File: src/rtl/gray_to_binary_serial_ctrl.sv
// ============================================================================
// gray_to_binary_serial_ctrl
// ----------------------------------------------------------------------------
// Bit-serial Gray-to-binary conversion controller with valid/ready handshakes
// on both the source and consumer sides.
//
// One Gray word is latched on the input handshake. The XOR chain
// b[i] = b[i+1] ^ g[i] is then evaluated one bit per clock, MSB first, into
// the registered result. The result is held with out_valid high until the
// consumer accepts it. This block is intended to sit between a Gray-coded
// source (for example a CDC pointer) and binary-domain logic where area
// matters more than latency.
//
// Parameters
//   WIDTH       Gray/binary word width in bits (legal range 2..32).
//
// Ports
//   clk         in   1      Rising-edge clock.
//   rst         in   1      Asynchronous, active-high reset.
//   in_valid    in   1      Source presents gray_in.
//   in_ready    out  1      Controller can accept a word (state is IDLE).
//   gray_in     in   WIDTH  Gray-coded input word.
//   out_valid   out  1      bin_out holds a completed conversion.
//   out_ready   in   1      Consumer accepts bin_out.
//   bin_out     out  WIDTH  Binary result (registered).
//   busy        out  1      Controller is not IDLE.
//
// Build option
//   GRAY_PARALLEL_EN  When defined, the conversion state lasts a single cycle
//                     and the whole XOR-prefix is written in one edge; the
//                     bit index counter is not built. Handshakes unchanged.
//                     When undefined (default), the bit-serial datapath is
//                     used.
// ============================================================================
module gray_to_binary_serial_ctrl #(
    parameter int WIDTH = 4
) (
    input  logic             clk,
    input  logic             rst,
    input  logic             in_valid,
    output logic             in_ready,
    input  logic [WIDTH-1:0] gray_in,
    output logic             out_valid,
    input  logic             out_ready,
    output logic [WIDTH-1:0] bin_out,
    output logic             busy
);

    // ------------------------------------------------------------------------
    // Controller state
    // ------------------------------------------------------------------------
    typedef enum logic [1:0] {
        ST_IDLE = 2'd0,
        ST_CONV = 2'd1,
        ST_DONE = 2'd2
    } state_t;

    state_t           state_q;
    state_t           state_d;

    // Latched copy of the Gray word; the live gray_in is ignored after accept.
    logic [WIDTH-1:0] gray_q;
    logic [WIDTH-1:0] gray_d;

    // Registered binary result, written bit by bit during conversion.
    logic [WIDTH-1:0] bin_q;
    logic [WIDTH-1:0] bin_d;

    logic             out_valid_q;
    logic             out_valid_d;

    logic             accept;

`ifdef GRAY_PARALLEL_EN
    // ------------------------------------------------------------------------
    // Full XOR-prefix: each binary bit is the XOR of all Gray bits at and
    // above its position.
    // ------------------------------------------------------------------------
    function automatic logic [WIDTH-1:0] gray_prefix(
        input logic [WIDTH-1:0] gray
    );
        logic [WIDTH-1:0] res;
        logic             acc;
        res = '0;
        acc = 1'b0;
        for (int i = WIDTH - 1; i >= 0; i--) begin
            acc    = acc ^ gray[i];
            res[i] = acc;
        end
        return res;
    endfunction
`else
    // Bit index down-counter: starts at the MSB, stops at 0 (never wraps).
    localparam int IDX_W = $clog2(WIDTH);
    localparam logic [IDX_W-1:0] IDX_MSB  = IDX_W'(WIDTH - 1);
    localparam logic [IDX_W-1:0] IDX_ZERO = '0;
    localparam logic [IDX_W-1:0] IDX_ONE  = IDX_W'(1);

    logic [IDX_W-1:0] idx_q;
    logic [IDX_W-1:0] idx_d;

    // ------------------------------------------------------------------------
    // One step of the serial XOR chain: write bit idx of the result as
    // gray[idx] ^ bin[idx+1]. Shifting the current result down by one with a
    // zero fill makes the MSB case (no upper neighbour) fall out naturally,
    // since gray[MSB] ^ 0 == gray[MSB]. All other bits are returned
    // unchanged, so not-yet-written bits keep their stale contents.
    // ------------------------------------------------------------------------
    function automatic logic [WIDTH-1:0] serial_step(
        input logic [WIDTH-1:0] bin,
        input logic [WIDTH-1:0] gray,
        input logic [IDX_W-1:0] idx
    );
        logic [WIDTH-1:0] upper;
        logic [WIDTH-1:0] res;
        upper = {1'b0, bin[WIDTH-1:1]};
        res   = bin;
        for (int i = 0; i < WIDTH; i++) begin
            if (idx == IDX_W'(i)) begin
                res[i] = gray[i] ^ upper[i];
            end
        end
        return res;
    endfunction
`endif

    assign accept = in_valid && (state_q == ST_IDLE);

    // ------------------------------------------------------------------------
    // Next-state and datapath update
    // ------------------------------------------------------------------------
    always_comb begin
        state_d     = state_q;
        gray_d      = gray_q;
        bin_d       = bin_q;
        out_valid_d = out_valid_q;
`ifndef GRAY_PARALLEL_EN
        idx_d       = idx_q;
`endif

        case (state_q)
            ST_IDLE: begin
                if (accept) begin
                    gray_d  = gray_in;
`ifndef GRAY_PARALLEL_EN
                    idx_d   = IDX_MSB;
`endif
                    state_d = ST_CONV;
                end
            end

            ST_CONV: begin
`ifdef GRAY_PARALLEL_EN
                bin_d       = gray_prefix(gray_q);
                state_d     = ST_DONE;
                out_valid_d = 1'b1;
`else
                bin_d = serial_step(bin_q, gray_q, idx_q);
                if (idx_q == IDX_ZERO) begin
                    state_d     = ST_DONE;
                    out_valid_d = 1'b1;
                end else begin
                    idx_d = idx_q - IDX_ONE;
                end
`endif
            end

            ST_DONE: begin
                // out_valid is high throughout DONE, so out_ready alone
                // completes the handshake; out_ready elsewhere is ignored.
                if (out_ready) begin
                    state_d     = ST_IDLE;
                    out_valid_d = 1'b0;
                end
            end

            default: begin
                state_d     = ST_IDLE;
                out_valid_d = 1'b0;
            end
        endcase
    end

    // ------------------------------------------------------------------------
    // State registers; reset discards any in-flight word immediately.
    // ------------------------------------------------------------------------
    always_ff @(posedge clk or posedge rst) begin
        if (rst) begin
            state_q     <= ST_IDLE;
            gray_q      <= '0;
            bin_q       <= '0;
            out_valid_q <= 1'b0;
`ifndef GRAY_PARALLEL_EN
            idx_q       <= '0;
`endif
        end else begin
            state_q     <= state_d;
            gray_q      <= gray_d;
            bin_q       <= bin_d;
            out_valid_q <= out_valid_d;
`ifndef GRAY_PARALLEL_EN
            idx_q       <= idx_d;
`endif
        end
    end

    assign in_ready  = (state_q == ST_IDLE);
    assign busy      = (state_q != ST_IDLE);
    assign out_valid = out_valid_q;
    assign bin_out   = bin_q;

endmodule

File: config.mk
export PLATFORM = sky130hd
export DESIGN_NAME = gray_to_binary_serial_ctrl
export DESIGN_NICKNAME = d
export VERILOG_FILES = /design/src/rtl/gray_to_binary_serial_ctrl.sv
export SDC_FILE = /design/constraint.sdc
export NUM_CORES = 1
export LEC_CHECK = 0
export CAP_MARGIN = 20
export CORE_MARGIN = 4
export CORE_UTILIZATION = 51
export DETAILED_ROUTE_END_ITERATION = 12
export PLACE_DENSITY = 0.8
export SLEW_MARGIN = 20
export SYNTH_ARGS = -nofsm -noshare
export SYNTH_HDL_FRONTEND = slang
export SYNTH_SLANG_ARGS = --single-unit
File: constraint.sdc
create_clock -name clk -period 2.4 [get_ports clk]
set_input_delay 0.24 -clock clk [delete_from_list [all_inputs] [get_ports clk]]
set_output_delay 0.24 -clock clk [all_outputs]
set_load 0.02 [all_outputs]
# Word-level counts from Yosys, hierarchy flattened
# Index checks and enable logic that the tools add are counted.
# W data, S select, Z words.
# classes
bitwise,4
n_mux,10
addsub,1
eq_ne,9
n_reduce_logical,13
# ops
op,n
$mux W2,5
$reduce_and A2 Y1,5
$reduce_and A3 Y1,3
$eq A2 B2 Y1 const B,3
$ne A2 B2 Y1 const B,3
$pmux W2 S3,1
$eq A2 B1 Y1 const B,2
$logic_not A2 Y1,2
$pmux W2 S2,1
$reduce_bool A2 Y1,2
$pmux W1 S3,1
$xor A1 B1 Y1,3
$mux W1,2
$ne A2 B1 Y1 const B,1
$sub A2 B1 Y2 const B,1
$logic_and A1 B1 Y1,1
$not A1 Y1,1
# totals
out_inout_bits,7
word_cells,45
in_bits,8
ff_bits,13

# Depth between registers and ports, before layout
# Gate-level depths: netlist of run 1.
# depth
word_depth,4
ltp_mapped,4
mapped_depth_nobuf,4

# Worst setup path after synthesis of run 1
# OpenSTA, ideal clock, no wires.
# synth_timing
path_type,register to output
start,register state_q[0]
end,output in_ready
stages_incl_launch_ff,4
required_ns,2.160
n_path_buf,1
path_slack_ns,1.072
t_arrival_ns,1.088
path_cell_list,dfrtp_1 -> buf_4 -> or2_2 -> inv_1
# synth_between
elab_chain_len,1
# synth_lines
element,line_no,rtl
"start, declared",58,state_t state_q;
"start signal, assigned",197,state_q <= state_d;
$logic_not A2 Y1,207,assign in_ready = (state_q == ST_IDLE);
"end, declared",41,"output logic in_ready,"
# No other way between the ends.

# Worst setup path after layout of run 1
# Ends and elaborated chain as after synthesis.

==> results of run 1 <==
worst max-delay path, stage by stage (launching register included):
cell	delay, ps
dfrtp_1	540
or2_2	360
inv_1	60
clkdlybuf4s50_1	600
layer usage:
metal	vias up	track usage	routed length (µm)
met4	0	0.0904	13
met2	7	0.223	586
met3	2	0.0285	51
met1	217	0.183	541
met5	-	0	0
li1	223	-	-
layout make-up:
cell class / count / area, µm²
Sequential cell: 13 / 325
Timing Repair Buffer: 14 / 140
Inverter: 4 / 15.0
Clock inverter: 1 / 5.00
Fill cell: 95 / 332
Clock buffer: 3 / 22.5
Multi-Input combinational cell: 36 / 329
Tap cell: 14 / 17.5
registers in the layout, summed over array words and instances, names as in the netlist:
| signal | flops |
|---|---|
| bin_out | 4 |
| gray_q | 4 |
| idx_q | 2 |
| state_q | 2 |
| out_valid | 1 |
cell families (layout without fill, tap and decap cells):
| kind of cell | count (synthesis) | in the layout |
|---|---|---|
| AND/OR/NAND/NOR | 14 | 14 |
| adder cells (fa/ha/maj) | 4 | 4 |
| buffers and inverters | 6 | 22 |
| AO/OA/AOI/OAI | 7 | 7 |
| XOR/XNOR | 3 | 3 |
| multiplexers | 8 | 8 |
| flip-flops | 13 | 13 |
metrics by stage:
| stage | hold slack (ps) | power [mW] | cells | util |
|---|---|---|---|---|
| 2_1_floorplan | 117 | 0.831 | 55 | - |
| 3_3_place_gp | 476 | 1.00 | 81 | 0.697 |
| 3_5_place_dp | 501 | 1.02 | 81 | 0.697 |
| 4_1_cts | 283 | 1.16 | 85 | 0.720 |
| 5_1_grt | 317 | 1.24 | 85 | 0.720 |
| 6_report | 279 | 1.15 | 85 | 0.720 |
layout by cell type, fill, tap and decap left out, drive strengths merged:
| cell | instances |
|---|---|
| nand3b | 6 |
| inv | 4 |
| clkdlybuf4s50 | 14 |
| a21bo | 1 |
| clkbuf | 3 |
| nand2b | 2 |
| nor3b | 1 |
| o221a | 2 |
| xor2 | 3 |
| or2 | 2 |
| clkinv | 1 |
| o21ba | 1 |
| dfrtp | 13 |
| a21oi | 2 |
| ha | 4 |
| o2bb2ai | 1 |
| nor2 | 1 |
| mux2 | 8 |
| nand2 | 2 |
report_power, final:
| group | total (mW) | internal [mW] | switching (mW) |
|---|---|---|---|
| sequential | 0.451 | 0.327 | 0.124 |
| combinational | 0.564 | 0.329 | 0.235 |
| clock | 0.131 | 0.0616 | 0.0689 |
| total | 1.15 | 0.718 | 0.428 |
path summary, 6_finish.rpt:
kind | from | end | slack (ps) | cells after the start
min in group clk | bin_out[0] | bin_out[0] | 510 | 1
max in group asynchronous | rst | state_q[0] | 1790 | 2
min reg2reg | bin_out[0] | bin_out[0] | 510 | 1
max reg2reg | state_q[0] | gray_q[0] | 940 | 2
min | rst | gray_q[1] | 280 | 2
max | state_q[0] | in_ready | 340 | 3
==> impl_metrics.env, run 1 <==
export IMPL_outcome="finished clean"
export IMPL_start_kind="flip-flop"
export IMPL_syn_area_um2=682
export IMPL_place_congestion=0.656
export IMPL_core_mm2=0.00119
export IMPL_synth_compound_area_frac=0.0899
export IMPL_drt_iter0_drc=2
export IMPL_postPlaceCellArea_um2=827
export IMPL_drt_total_wl_um=1190
export IMPL_crit_fanout=15
export IMPL_hold_class="input pin to async pin"
export IMPL_antenna_cells=0
export IMPL_ant_nets=0
export IMPL_maxSlewViolCount=0
export IMPL_first_pass_iters=4
export IMPL_grt_first_pass_wirelength_um=2050
export IMPL_clk_pin_slew_ps=80
export IMPL_rows=12
export IMPL_cts_root_buf="clkbuf_4"
export IMPL_yosysMostFrequentCell="dfrtp_1"
export IMPL_synth_fa_ha_area_frac=0.0734
export IMPL_ys_warn_count=0
export IMPL_synth_top_cell_area_share=0.477
export IMPL_drc=0
export IMPL_worst_slew_pin_slew_ps=482
export IMPL_pre_cts_ws_ps=639
export IMPL_wl_per_cell_um=14.0
export IMPL_tritoncts="yes"
export IMPL_fin_tns_setup_ps=0
export IMPL_cts_resized=0
export IMPL_design_area_um2=855
export IMPL_pin_count=15
export IMPL_cp_arrival_ps=1820
export IMPL_hold_viol_final=0
export IMPL_synthTopCellsByArea="dfrtp_1 48%, mux2_2 9.9%, ha_1 7.3%, nand3b_1 5.5%, xor2_1 3.9%"
export IMPL_nets=84
export IMPL_port_buffers=14
export IMPL_synth_fp_nets=67
export IMPL_cp_required_ps=2160
export IMPL_start_util=0.575
export IMPL_antenna_found_initial=0
export IMPL_synth_cell_type_count=22
export IMPL_die_y_um=44.6
export IMPL_ys_top_cells_by_count="13 x dfrtp_1, 6 x mux2_2, 5 x nand3b_1"
export IMPL_clock_path_buffers=2
export IMPL_grt_max_degree=16
export IMPL_yosys_area_share_simple=0.143
export IMPL_setup_viol=0
export IMPL_crit_type="flip-flop to output port"
export IMPL_cts_sinks=13
export IMPL_leakagePower_nw=0.386
export IMPL_synth_mux_area_frac=0.138
export IMPL_synth_flop_cell="dfrtp_1"
export IMPL_place_hpwl_um=893
export IMPL_finClkSkew_ps=3.76
export IMPL_syn_area_per_cell_um2=12.4
export IMPL_syn_inst=55
export IMPL_viasPerCell=5.28
export IMPL_crit_path_end_kind="output port"
export IMPL_grt_total_usage=0.145
export IMPL_worst_slack_ps=344
export IMPL_max_cap_viol_count=0
export IMPL_grt_pass1_vias=452
export IMPL_clkLatencyLatePin_ps=270
export IMPL_ys_ff_latch=13
export IMPL_synth_top_cell_by_area="dfrtp_1"
export IMPL_syn_to_final_growth_pct=25.3
export IMPL_synth_xor_area_share=0.0385
export IMPL_timing_slew_headroom=0.678
export IMPL_cts_buffers_inserted=3
export IMPL_final_period_minus_worst_setup_slack_ps=2060
export IMPL_worst_ir_drop_vdd_mv=0.864
export IMPL_async_flop_share=1.00
export IMPL_layout_drive_gt1_share=0.254
export IMPL_rsz0062_at_grt="no"
export IMPL_hold_buffers=0
export IMPL_htreeDepth=1
export IMPL_fp_dieW_um=44.6
export IMPL_post_cts_setup_buffers=0
export IMPL_power_density_mw_per_mm2=1340
export IMPL_grt_overflow=0
export IMPL_max_freq_mhz=486
export IMPL_synth_seq_area_share=0.477
export IMPL_vias=449
export IMPL_synth_top_family_by_area="simple AND/OR/NAND/NOR gates"
export IMPL_die_area_mm2=0.00199
export IMPL_synth_edf_count=0
export IMPL_post_route_period_util=0.856
Note: power is estimated with default switching activity, not from simulation.
==> run 2: changes to the inputs <==
- SLEW_MARGIN: 20 -> 5
==> results of run 2 <==
Final layout, timing and power as in run 1 (identical DEF).
==> run 3: changes to the inputs <==
- HOLD_SLACK_MARGIN: default -> 0.06
==> results of run 3 <==
Final layout, timing and power as in run 1 (identical DEF).
==> RTL edit 1 (settings of run 3) <==
Add a define of `GRAY_PARALLEL_EN`.
--- a/src/rtl/gray_to_binary_serial_ctrl.sv
+++ b/src/rtl/gray_to_binary_serial_ctrl.sv
@@ -34,2 +34,4 @@
 // ============================================================================
+`define GRAY_PARALLEL_EN
+
 module gray_to_binary_serial_ctrl #(
Formal check against the unedited RTL: not equivalent (a bounded check fails within 4 cycles, from zero or initial values and one cycle with rst high).
==> RTL edit 1 against run 3 <==
The run now fails in power grid generation (2_4_floorplan_pdn). Area after synthesis fell by 30%.
==> RTL edit 1: results (changes against run 3) <==
Parameter                              Value

Outcome
  Outcome    did not finish
  Last step reached    power grid generation (2_4_floorplan_pdn)
  Tool error    [ERROR PDN-0185] Insufficient width (27.20 um) to add straps on layer met5 in grid "grid" with total strap width 15.2 um and offset 13.6 um.

Yosys
  Leading post-synthesis cells by cell area    dfrtp_1 58%, mux2_4 13%, xnor2_1 5.5%
  Seq/Total Area, Yosys    57.7% (+10 points)
  Post-Synthesis Net Count    46 (-31%)
  Async set or reset register ratio after synthesis    100% (unchanged)
  Top cells by count, synth    11 x dfrtp_1, 5 x nand2_1, 4 x mux2_4, 4 x o21ai_0, 3 x xnor2_1
  Synth Register Bits    11 (-2)
  Most used flip-flop cell after synthesis    dfrtp_1
  Cell variety after synth    15 (-32%)
  Synthesized area per cell    12.5 um2 (+1.2%)
  Synth Warn #    0 (unchanged)
  Number of flops mapped to enable cells by yosys    0 (unchanged)

Die
  Cell Rows    10 (-2)
-- RTL edit 1: cell families after synthesis --
logic type | synth area share [%]
flip-flops | 57.7
AND/OR/NAND/NOR | 9.19
AO/OA/AOI/OAI | 5.78
multiplexers | 15.0
XOR/XNOR | 7.35
buffers and inverters | 4.99
==> RTL edit 2 (config.mk and constraints of run 3) <==
Made on the original files. Reset style: synchronous (`rst`), changed in one clocked block. Comments in the files are not updated.
--- a/src/rtl/gray_to_binary_serial_ctrl.sv
+++ b/src/rtl/gray_to_binary_serial_ctrl.sv
@@ -186,3 +186,3 @@
     // ------------------------------------------------------------------------
-    always_ff @(posedge clk or posedge rst) begin
+    always_ff @(posedge clk) begin
         if (rst) begin
Check against the original RTL: differs if rst is asserted again (counterexample within 4 cycles, from zero or initial values and one cycle with rst high); with rst held inactive, the same outputs for 10 cycles.
==> RTL edit 2 against run 3 <==
Worst setup slack better by 0.24 ns. Synthesized cell count is 11% higher. Sequential cell count stayed put. Area after synthesis is 12% lower. Final cell count is 5.9% higher. Cell area is 10% lower. Wire length is 11% lower.
Power is not compared: it rests on default switching activity, and its combinational part moved more than twofold at a synthesized area within 25%.
==> RTL edit 2: results (changes against run 3) <==
Parameter                              Value

Outcome
  Outcome    completed

Global routing
  Met3 routing resource usage after global routing    3.00% (+0.16 points)
  Global-route wire length before repair    1790 um (-13%)
  Number of antenna violations at the first check in global routing    0 (unchanged)
  Largest net degree at the start of global routing    14 (-2)
  Fraction of met1 tracks used by global routing    15.9% (-2.5 points)
  Fraction of met2 tracks used by global routing    19.8% (-2.6 points)
  Number of global-route vias before repair    422 (-6.6%)
  Overall track demand over capacity in global routing    13.3% (-1.2 points)

Yosys
  Synthesized area per cell    9.85 um2 (-21%)
  Leading post-synthesis cells by cell area    dfxtp_1 43%, ha_1 8.3%, mux2i_1 8.3%
  Seq/Total Area, Yosys    43.3% (-4.4 points)
  Cell variety after synth    20 (-9.1%)
  Post-Synthesis Net Count    73 (+9.0%)
  Async set or reset register ratio after synthesis    0% (-100 points)
  Largest area contributor in the synthesized netlist    dfxtp_1
  Top cells by count, synth    13 x dfxtp_1, 6 x a21oi_1, 5 x mux2i_1, 5 x nor2_1

Critical path
  Timing endpoint of the critical path    in_ready
  Critical path data arrival time    1.57 ns (-0.25 ns)
  CP max FO    7 (-8)
  FF-to-FF Start    state_q[0]$_SDFFE_PP0P_
  Logic depth of the worst register-to-register path    3 (+1)
  Slowest Stage Delay on Critical Path    0.59 ns
  Cell with the largest stage delay on the worst path    clkdlybuf4s50_1
  Worst reg-to-reg setup slack    0.88 ns (-0.06 ns)
  RR Endpoint    bin_out[2]$_SDFFE_PP0P_
  Critical path startpoint    state_q[1]$_SDFFE_PP0P_

Power and ir drop
  Maximum ir drop on the vdd rail    0.332 mV
  Power in combinational cells    0.125 mW
  PwrDens    667 nW/um2

Min path
  Hold Path Sink    out_valid$_SDFFE_PP0P_
  Tightest Hold Check Type    register to register
  Launch point of the worst hold path    out_valid$_SDFFE_PP0P_

Detailed routing
  DRC violation total after the first TritonRoute iteration    12 (+10)
  Wire length the detailed router placed on met1    509 um (-5.9%)
  Routed length on met3    44 um (-14%)
  Detailed Route WL    1060 um (-11%)
  Via density per instance    5.31 (+0.54%)
  Remaining number of nets flagged by the antenna check after routing    0 (unchanged)
  Number of detailed-routing iterations run before antenna repair    2 (-2)
  Met2 wire length    465 um (-21%)

Final layout
  Final std cells w/o fill    90 (+5.9%)
  Fraction of layout instances using a drive strength above 1    6.58% (-19 points)
  Final Net Count    89 (+6.0%)
  Ant diodes    0 (unchanged)
  Total of fill cells in the finished design    102 (+7.4%)

Place
  Total placed cells including tap cells    86 (+6.2%)
  RD Place Congestion    0.726 (+11%)
  Final HPWL from detailed placement    789 um (-12%)
  Place WS    0.870 ns (+0.231 ns)
  Cell Area, Placed    739 um2 (-11%)

Clock network
  Count of cells resized by post-cts repair    0 (unchanged)
  Clock latency on the worst-skew pair    0.27 ns (about the same)
  Clock slew at the register clock pins of the worst setup and hold paths    0.07 ns
  Clock buffers created by TritonCTS    3 (unchanged)

Timing
  Worst slack on hold paths    0.466 ns (+0.187 ns)
  Fraction of the cycle the final worst path needs    75.6% (-10 points)
  Maximum clock skew at final layout    0.00215 ns (-0.00161 ns)
  Slew Limit Headroom    60.7% (-7.1 points)
==> RTL edit 2: cells by family (layout without fill, tap and decap cells) <==
family,count (synthesis),count (layout),synth area share [%]
mux,5,5,8.33
buf+inv,7,22,5.62
flops,13,13,43.3
compound gates,13,13,14.4
xor+xnor,3,3,4.38
fa+ha+maj,4,4,8.33
simple gates,16,16,15.6
==> RTL edit 2: final cells by class <==
type | instances | area [um2] | share of cell area (%)
Timing Repair Buffer | 14 | 140 | 18.3
Clock buffer | 4 | 26.3 | 3.43
Multi-Input combinational cell | 41 | 307 | 40.0
Tap cell | 14 | 17.5 | 2.29
Sequential cell | 13 | 260 | 34.0
Inverter | 4 | 15.0 | 1.96
==> RTL edit 2: tightest hold or removal path: stages (launching register included) <==
cell and delay (ns):
dfxtp_1 0.31, nand2_1 0.05, a21oi_1 0.05
